$ cat config.mk
export PLATFORM = sky130hd
export DESIGN_NAME = mem_access_ctrl
export DESIGN_NICKNAME = d
export VERILOG_FILES = /design/src/rtl/mem_access_ctrl.sv
export SDC_FILE = /design/constraint.sdc
export NUM_CORES = 1
export LEC_CHECK = 0
export ABC_CLOCK_PERIOD_IN_PS = 2200
export BUFFER_PORTS_ARGS = -buffer_cell sky130_fd_sc_hd__buf_4
export CAP_MARGIN = 20
export CELL_PAD_IN_SITES_DETAIL_PLACEMENT = 0
export CELL_PAD_IN_SITES_GLOBAL_PLACEMENT = 2
export CORE_MARGIN = 1
export CORE_UTILIZATION = 28
export CTS_CLUSTER_DIAMETER = 150
export DETAILED_ROUTE_END_ITERATION = 10
export PLACE_DENSITY_LB_ADDON = 0.3
export RECOVER_POWER = 50
export SETUP_SLACK_MARGIN = 0.05
export SYNTH_ARGS = -nofsm -noshare
export SYNTH_HDL_FRONTEND = slang
export SYNTH_SLANG_ARGS = --single-unit
$ cat constraint.sdc
create_clock -name clk -period 2.2 [get_ports clk]
set_input_delay 0.11 -clock clk [delete_from_list [all_inputs] [get_ports clk]]
set_output_delay 0.11 -clock clk [all_outputs]
set_load 0.01 [all_outputs]
$ cat src/rtl/mem_access_ctrl.sv
// mem_access_ctrl -- MEM-stage load/store sequencer.
//
// Splits one byte/half/word access into beats of BEAT_BYTES bytes on the
// external bus, tracks returning read data against a fixed READ_LAT,
// assembles it little-endian and sign/zero-extends the load result.
// Raises busy_o while the access is in flight and pulses done_o once.
//
// Optional build macro: MEM_ALIGN_CHECK_EN -- when defined, misaligned
// half/word accesses issue no beats and finish in cycle 1 with err_o=1.
//
// Ports:
//   clk, rst               clock, asynchronous active-low reset
//   req_i, we_i, sel_i,    access request, store flag, size (00 b, 01 h,
//   sign_i, addr_i,        10 w, 11 reserved), sign-extend flag, byte
//   wdata_i                address, store data (byte 0 -> addr_i)
//   busy_o, done_o,        stall request, completion pulse,
//   rdata_o, err_o         extended load result, misalignment flag
//   mem_addr_o, mem_we_o,  beat address, write strobe,
//   mem_be_o, mem_wdata_o, lane enables, write data,
//   mem_rdata_i            read data (valid READ_LAT cycles after issue)
module mem_access_ctrl #(
  parameter int ADDR_W     = 32,
  parameter int BEAT_BYTES = 1,
  parameter int READ_LAT   = 2
) (
  input  logic                    clk,
  input  logic                    rst,
  input  logic                    req_i,
  input  logic                    we_i,
  input  logic [1:0]              sel_i,
  input  logic                    sign_i,
  input  logic [ADDR_W-1:0]       addr_i,
  input  logic [31:0]             wdata_i,
  output logic                    busy_o,
  output logic                    done_o,
  output logic [31:0]             rdata_o,
  output logic                    err_o,
  output logic [ADDR_W-1:0]       mem_addr_o,
  output logic                    mem_we_o,
  output logic [BEAT_BYTES-1:0]   mem_be_o,
  output logic [8*BEAT_BYTES-1:0] mem_wdata_o,
  input  logic [8*BEAT_BYTES-1:0] mem_rdata_i
);

  localparam int CNT_W = 3;

  typedef enum logic [1:0] {S_IDLE, S_ISSUE, S_DRAIN, S_DONE} state_t;

  state_t                         state_q, state_d;
  logic [ADDR_W-1:0]              addr_q;
  logic [1:0]                     sel_q;
  logic                           we_q, sign_q, err_q;
  logic [3:0][7:0]                wdata_q;
  logic [3:0][7:0]                asm_q;   // byte-assembly register
  logic [CNT_W-1:0]               beat_q;
  logic [READ_LAT-1:0]            vld_q;   // in-flight read beat tags
  logic [READ_LAT-1:0][CNT_W-1:0] tag_q;

  logic [2:0]       size;
  logic [CNT_W-1:0] last_beat;
  logic             misalign, skip, issue_rd, cap_last;
  int               lane_base, cap_base;
  logic [31:0]      ext;

  // Acceptance-time decode of the incoming request.
`ifdef MEM_ALIGN_CHECK_EN
  assign misalign = ((sel_i == 2'b01) && addr_i[0]) ||
                    ((sel_i == 2'b10) && (addr_i[1:0] != 2'b00));
`else
  assign misalign = 1'b0;
`endif
  assign skip = (sel_i == 2'b11) || misalign;

  // NOTE: every signal written in always_comb gets a default first, so no
  // path through the block can leave it unassigned and infer a latch.
  always_comb begin
    size = 3'd0;
    case (sel_q)
      2'b00:   size = 3'd1;
      2'b01:   size = 3'd2;
      2'b10:   size = 3'd4;
      default: size = 3'd0;
    endcase
    // Reserved size yields an out-of-range value here, but never reaches ISSUE.
    last_beat = CNT_W'((int'(size) + BEAT_BYTES - 1) / BEAT_BYTES - 1);
    lane_base = int'(beat_q) * BEAT_BYTES;
    cap_base  = int'(tag_q[READ_LAT-1]) * BEAT_BYTES;
  end

  assign issue_rd = (state_q == S_ISSUE) && !we_q;
  assign cap_last = (state_q == S_DRAIN) && vld_q[READ_LAT-1] &&
                    (tag_q[READ_LAT-1] == last_beat);

  // State register.
  // NOTE: sequential state uses non-blocking assignments so every flop
  // samples pre-edge values regardless of process evaluation order.
  always_ff @(posedge clk or negedge rst) begin
    if (!rst) state_q <= S_IDLE;
    else      state_q <= state_d;
  end

  // Next-state logic.
  always_comb begin
    state_d = state_q;
    case (state_q)
      S_IDLE:  if (req_i) state_d = skip ? S_DONE : S_ISSUE;
      S_ISSUE: if (beat_q == last_beat) state_d = we_q ? S_DONE : S_DRAIN;
      S_DRAIN: if (cap_last) state_d = S_DONE;
      default: state_d = S_IDLE;
    endcase
  end

  // Load extension of the assembled bytes; reserved/misaligned give 0
  // because the assembly register is cleared on acceptance.
  always_comb begin
    ext = 32'd0;
    case (sel_q)
      2'b00:   ext = {{24{sign_q & asm_q[0][7]}}, asm_q[0]};
      2'b01:   ext = {{16{sign_q & asm_q[1][7]}}, asm_q[1], asm_q[0]};
      2'b10:   ext = asm_q;
      default: ext = 32'd0;
    endcase
  end

  // Outputs: the bus is driven only in ISSUE, so it reads zero elsewhere.
  always_comb begin
    done_o      = (state_q == S_DONE);
    rdata_o     = done_o ? ext : 32'd0;
    err_o       = done_o & err_q;
    mem_addr_o  = '0;
    mem_we_o    = 1'b0;
    mem_be_o    = '0;
    mem_wdata_o = '0;
    if (state_q == S_ISSUE) begin
      mem_addr_o = addr_q + ADDR_W'(lane_base);
      mem_we_o   = we_q;
      for (int k = 0; k < BEAT_BYTES; k++) begin
        if (lane_base + k < int'(size)) begin
          mem_be_o[k] = 1'b1;
          if (we_q) mem_wdata_o[8*k +: 8] = wdata_q[2'(lane_base + k)];
        end
      end
    end
  end

  assign busy_o = req_i & ~done_o;

  // Datapath: request latch, beat counter, read tag pipeline, assembly.
  // NOTE: the assembly register is reset along with the control state so a
  // mid-access reset cannot leak stale bytes into a later result.
  always_ff @(posedge clk or negedge rst) begin
    if (!rst) begin
      addr_q  <= '0;
      sel_q   <= 2'b00;
      we_q    <= 1'b0;
      sign_q  <= 1'b0;
      err_q   <= 1'b0;
      wdata_q <= '0;
      asm_q   <= '0;
      beat_q  <= '0;
      vld_q   <= '0;
      tag_q   <= '0;
    end else begin
      vld_q[0] <= issue_rd;
      tag_q[0] <= beat_q;
      for (int k = 1; k < READ_LAT; k++) begin
        vld_q[k] <= vld_q[k-1];
        tag_q[k] <= tag_q[k-1];
      end

      if (vld_q[READ_LAT-1]) begin
        for (int k = 0; k < BEAT_BYTES; k++) begin
          if (cap_base + k < 4) asm_q[2'(cap_base + k)] <= mem_rdata_i[8*k +: 8];
        end
      end

      if (state_q == S_IDLE && req_i) begin
        addr_q  <= addr_i;
        sel_q   <= sel_i;
        we_q    <= we_i;
        sign_q  <= sign_i;
        err_q   <= misalign;
        wdata_q <= wdata_i;
        asm_q   <= '0;
        beat_q  <= '0;
      end else if (state_q == S_ISSUE) begin
        beat_q <= beat_q + 1'b1;
      end
    end
  end

endmodule

==> qor.csv <==
metric,value,unit
hold-path-cell-count,3,
power.density,1210,nW/µm²
root_buffer,clkbuf_16,
ioPinCount,156,
cts_buffers,17,
drt_iter0_drc,225,
leakagePower,4.40,nW
critical_path_class,reg2out,
cp_slowest_cell,fa_2,
grt.overflow.total,0,
grt_pass1_vias,5751,
place_area,7470,µm²
min_to,state_q[0]$_DFFE_PN0P_,
layout_min_cycle_time,2.55,ns
synth_compound_area_frac,0.0618,
placeableCoreArea,20400,µm²
slowest_delay,0.37,ns
end_kind,output port,
cp_num_buf_inv,3,
holdCritPathClass,in2reg,
required,2.09,ns
yosysUniqueCellTypes,42,
setup_viol,34,
tritoncts,yes,
holdCritStartpoint,req_i,
worstPathCellList,ha_2 -> inv_2 -> fa_2 -> nor2b_4 -> buf_4 -> o2111a_2 -> nand3_2 -> xnor2_1 -> and2_1 -> buf_4,
ys_warn_count,0,
reg2reg_to,addr_q[1]$_DFFE_PN0P_,
grt_pass1_wl,29100,µm
num_antenna_cells,0,
die_h,147,µm
synth-xor-area-share,0.0434,
drv_slew,0,
postSynthAreaPerCell,8.62,µm²
htreeDepth,4,
worst_slew_pin_slew,1.20,ns
clkLatencyLatePin,0.41,ns
nets,1015,
synthCells,679,
rows,52,
cap_violations,0,
start_util,0.287,
postRouteAntennaNets,0,
ys_seq_area_frac,0.483,
synth_fa_ha_area_frac,0.0269,
synthesis.nets,770,
fin_skew,0.0130,ns
final_core_util,0.443,
r2r_slack,0.06,ns
setup_slack,-0.350,ns
antenna_found_initial,0,
violations,negative setup slack,
area_growth_syn_to_layout,54.2,%
gp_congestion,0.881,
rr_startpoint,state_q[0]$_DFFE_PN0P_,
route.final.wire_length,17900,µm
fmax,392,MHz
drive_gt1_frac,0.273,
cpMostUsedCell,buf_4,
instances_no_fill,1207,
reg2reg_depth,5,
worstPathArrival,2.44,ns
placed_cells,1090,
netlist_area,5850,µm²
wl_per_cell,14.8,µm
rsz0062_at_grt,true,
grt_usage,0.171,
cp_top_family,adder cells,
synth_top_family_by_area,simple AND/OR/NAND/NOR gates,
vias,5555,
die_w,147,µm
synthMuxAreaShare,0.0400,
drc,0,
clk_pin_slew_worst_paths,0.05,ns
grt_start_max_net_pins,48,
clockBufferDepth,2,
hold_violations,0,
ir_worst_vdd,595,µV
slew_headroom,0.203,
io_buffers,154,
avgViaCountPerCell,4.60,
crit_fanout,4,
hpwl,12000,µm
outcome,finished with violations,
cts_sinks,113,
synth_seq_cells,113,
dp_slack,-0.0427,ns
die_area,21500,µm²
cp-start-kind,flop,
fin_crit_sh,1.16,
synth-simple-area-share,0.311,
fin_area,9030,µm²
first_pass_iters,6,
## layout make-up
type	count	area [µm²]
well taps	270	338
inverters	9	33.8
fillers	2042	11300
flip-flops and latches	113	2830
repair buffers	266	2250
clock inverters	13	183
multi-input cells	517	2940
clock buffers	19	453
## synth_stat cells, drive strengths merged
library cell / count / share of area
nor2b: 7 / 0.0075
a31oi: 2 / 0.0021
inv: 9 / 0.0058
ha: 11 / 0.024
nor4: 1 / 0.0036
dfrtp: 113 / 0.48
and3b: 1 / 0.0015
nand2b: 4 / 0.0043
and3: 21 / 0.022
nor2: 10 / 0.0064
nand3: 13 / 0.012
nor3: 5 / 0.0043
nand4: 17 / 0.021
and4: 3 / 0.0045
or3: 2 / 0.0021
or2: 1 / 0.0011
o2111a: 1 / 0.0019
o2111ai: 2 / 0.0030
and2: 47 / 0.050
o31ai: 1 / 0.0013
xnor2: 26 / 0.039
nor3b: 1 / 0.0013
o211ai: 1 / 0.0013
xor2: 3 / 0.0045
mux2: 3 / 0.0058
fa: 1 / 0.0034
mux4: 8 / 0.031
clkbuf: 38 / 0.024
mux2i: 2 / 0.0034
a21oi: 42 / 0.036
o21ai: 16 / 0.014
nand4b: 1 / 0.0015
buf: 4 / 0.0034
a21boi: 2 / 0.0026
nand2: 257 / 0.16
conb: 1 / 0.00064
nand3b: 2 / 0.0026
## cells in the final DEF (no fill, tap or decap), types with 5 or more instances in the layout
master / n
nand2_1: 256
ha_1: 9
nand3_1: 9
nor2b_1: 6
clkbuf_2: 5
and2_1: 45
nand4_1: 16
dfrtp_1: 111
clkbuf_16: 17
o21ai_0: 13
buf_4: 171
buf_6: 5
and3_1: 21
xnor2_1: 25
nor2_1: 10
a21oi_1: 40
dlygate4sd3_1: 77
mux4_2: 8
inv_1: 8
## metal layers
metal  track usage  up-vias  part of all wire  routed length (µm)
li1              -     2721                 -                   -
met1         0.221     2675              0.46                8210
met2         0.279      143              0.48                8530
met3        0.0381       16             0.048                 851
met4        0.0625        0             0.015                 270
met5             0        -                 0                   0
## worst reg2reg max path, delay by kind of cell, from the launching register on
family,cells,cell delay (ns)
AND/OR/NAND/NOR,1,0.25
buffers and inverters,2,0.82
adder cells (fa/ha/maj),1,0.26
flip-flops,1,0.42
AO/OA/AOI/OAI,1,0.21
## where the power goes
part,switching [W],internal (W)
combinational,0.00231,0.00204
sequential,0.000737,0.00292
clock,0.000995,0.00196
## state kept, by name, summed over array words and instances, names as in the netlist
register  flops
sel_q         2
addr_q       32
state_q       2
vld_q         2
beat_q        3
tag_q         6
sign_q        1
we_q          1
asm_q        32
wdata_q      32
## how the worst max path moves through the flow
stage / slack (ns) / to / depth (start not counted) / from
detailed placement: -0.04 / mem_addr_o[22] / 9 / addr_q[0]$_DFFE_PN0P_
global placement: -0.0004 / mem_addr_o[26] / 9 / addr_q[0]$_DFFE_PN0P_
CTS: -0.30 / mem_addr_o[22] / 9 / addr_q[0]$_DFFE_PN0P_
finish: -0.35 / mem_addr_o[18] / 10 / addr_q[0]$_DFFE_PN0P_
floorplan: 0.06 / mem_addr_o[28] / 9 / beat_q[1]$_DFFE_PN0P_
global route: -0.44 / mem_addr_o[22] / 9 / beat_q[0]$_DFFE_PN0P_
## cell families (layout without fill, tap and decap cells)
logic type,after synthesis,in the layout
flops,113,113
simple gates,393,394
compound gates,67,68
buf+inv,51,307
xor+xnor,29,29
fa+ha+maj,12,12
other cells,1,1
mux,13,13
## per-stage QoR
step,total power (W),TNS (ns),hold WS [ns]
floorplan,0.00608,0,-0.186
global placement,0.00764,-0.000355,0.175
detailed placement,0.00773,-0.151,0.181
CTS,0.0110,-6.27,0.263
global route,0.0117,-12.94,0.272
finish,0.0110,-7.67,0.268
## timing repair
item | CTS | global route
buffers inserted | 2 | 3
cloned | 3 | 0
resized for setup | 17 | 19
endpoints found under the setup margin | 36 | 54
pin swaps | 7 | 12
hold buffers | 77 | 0
hold endpoints to repair | 127 | 0
No activity file was read; power rests on OpenSTA's default activity.
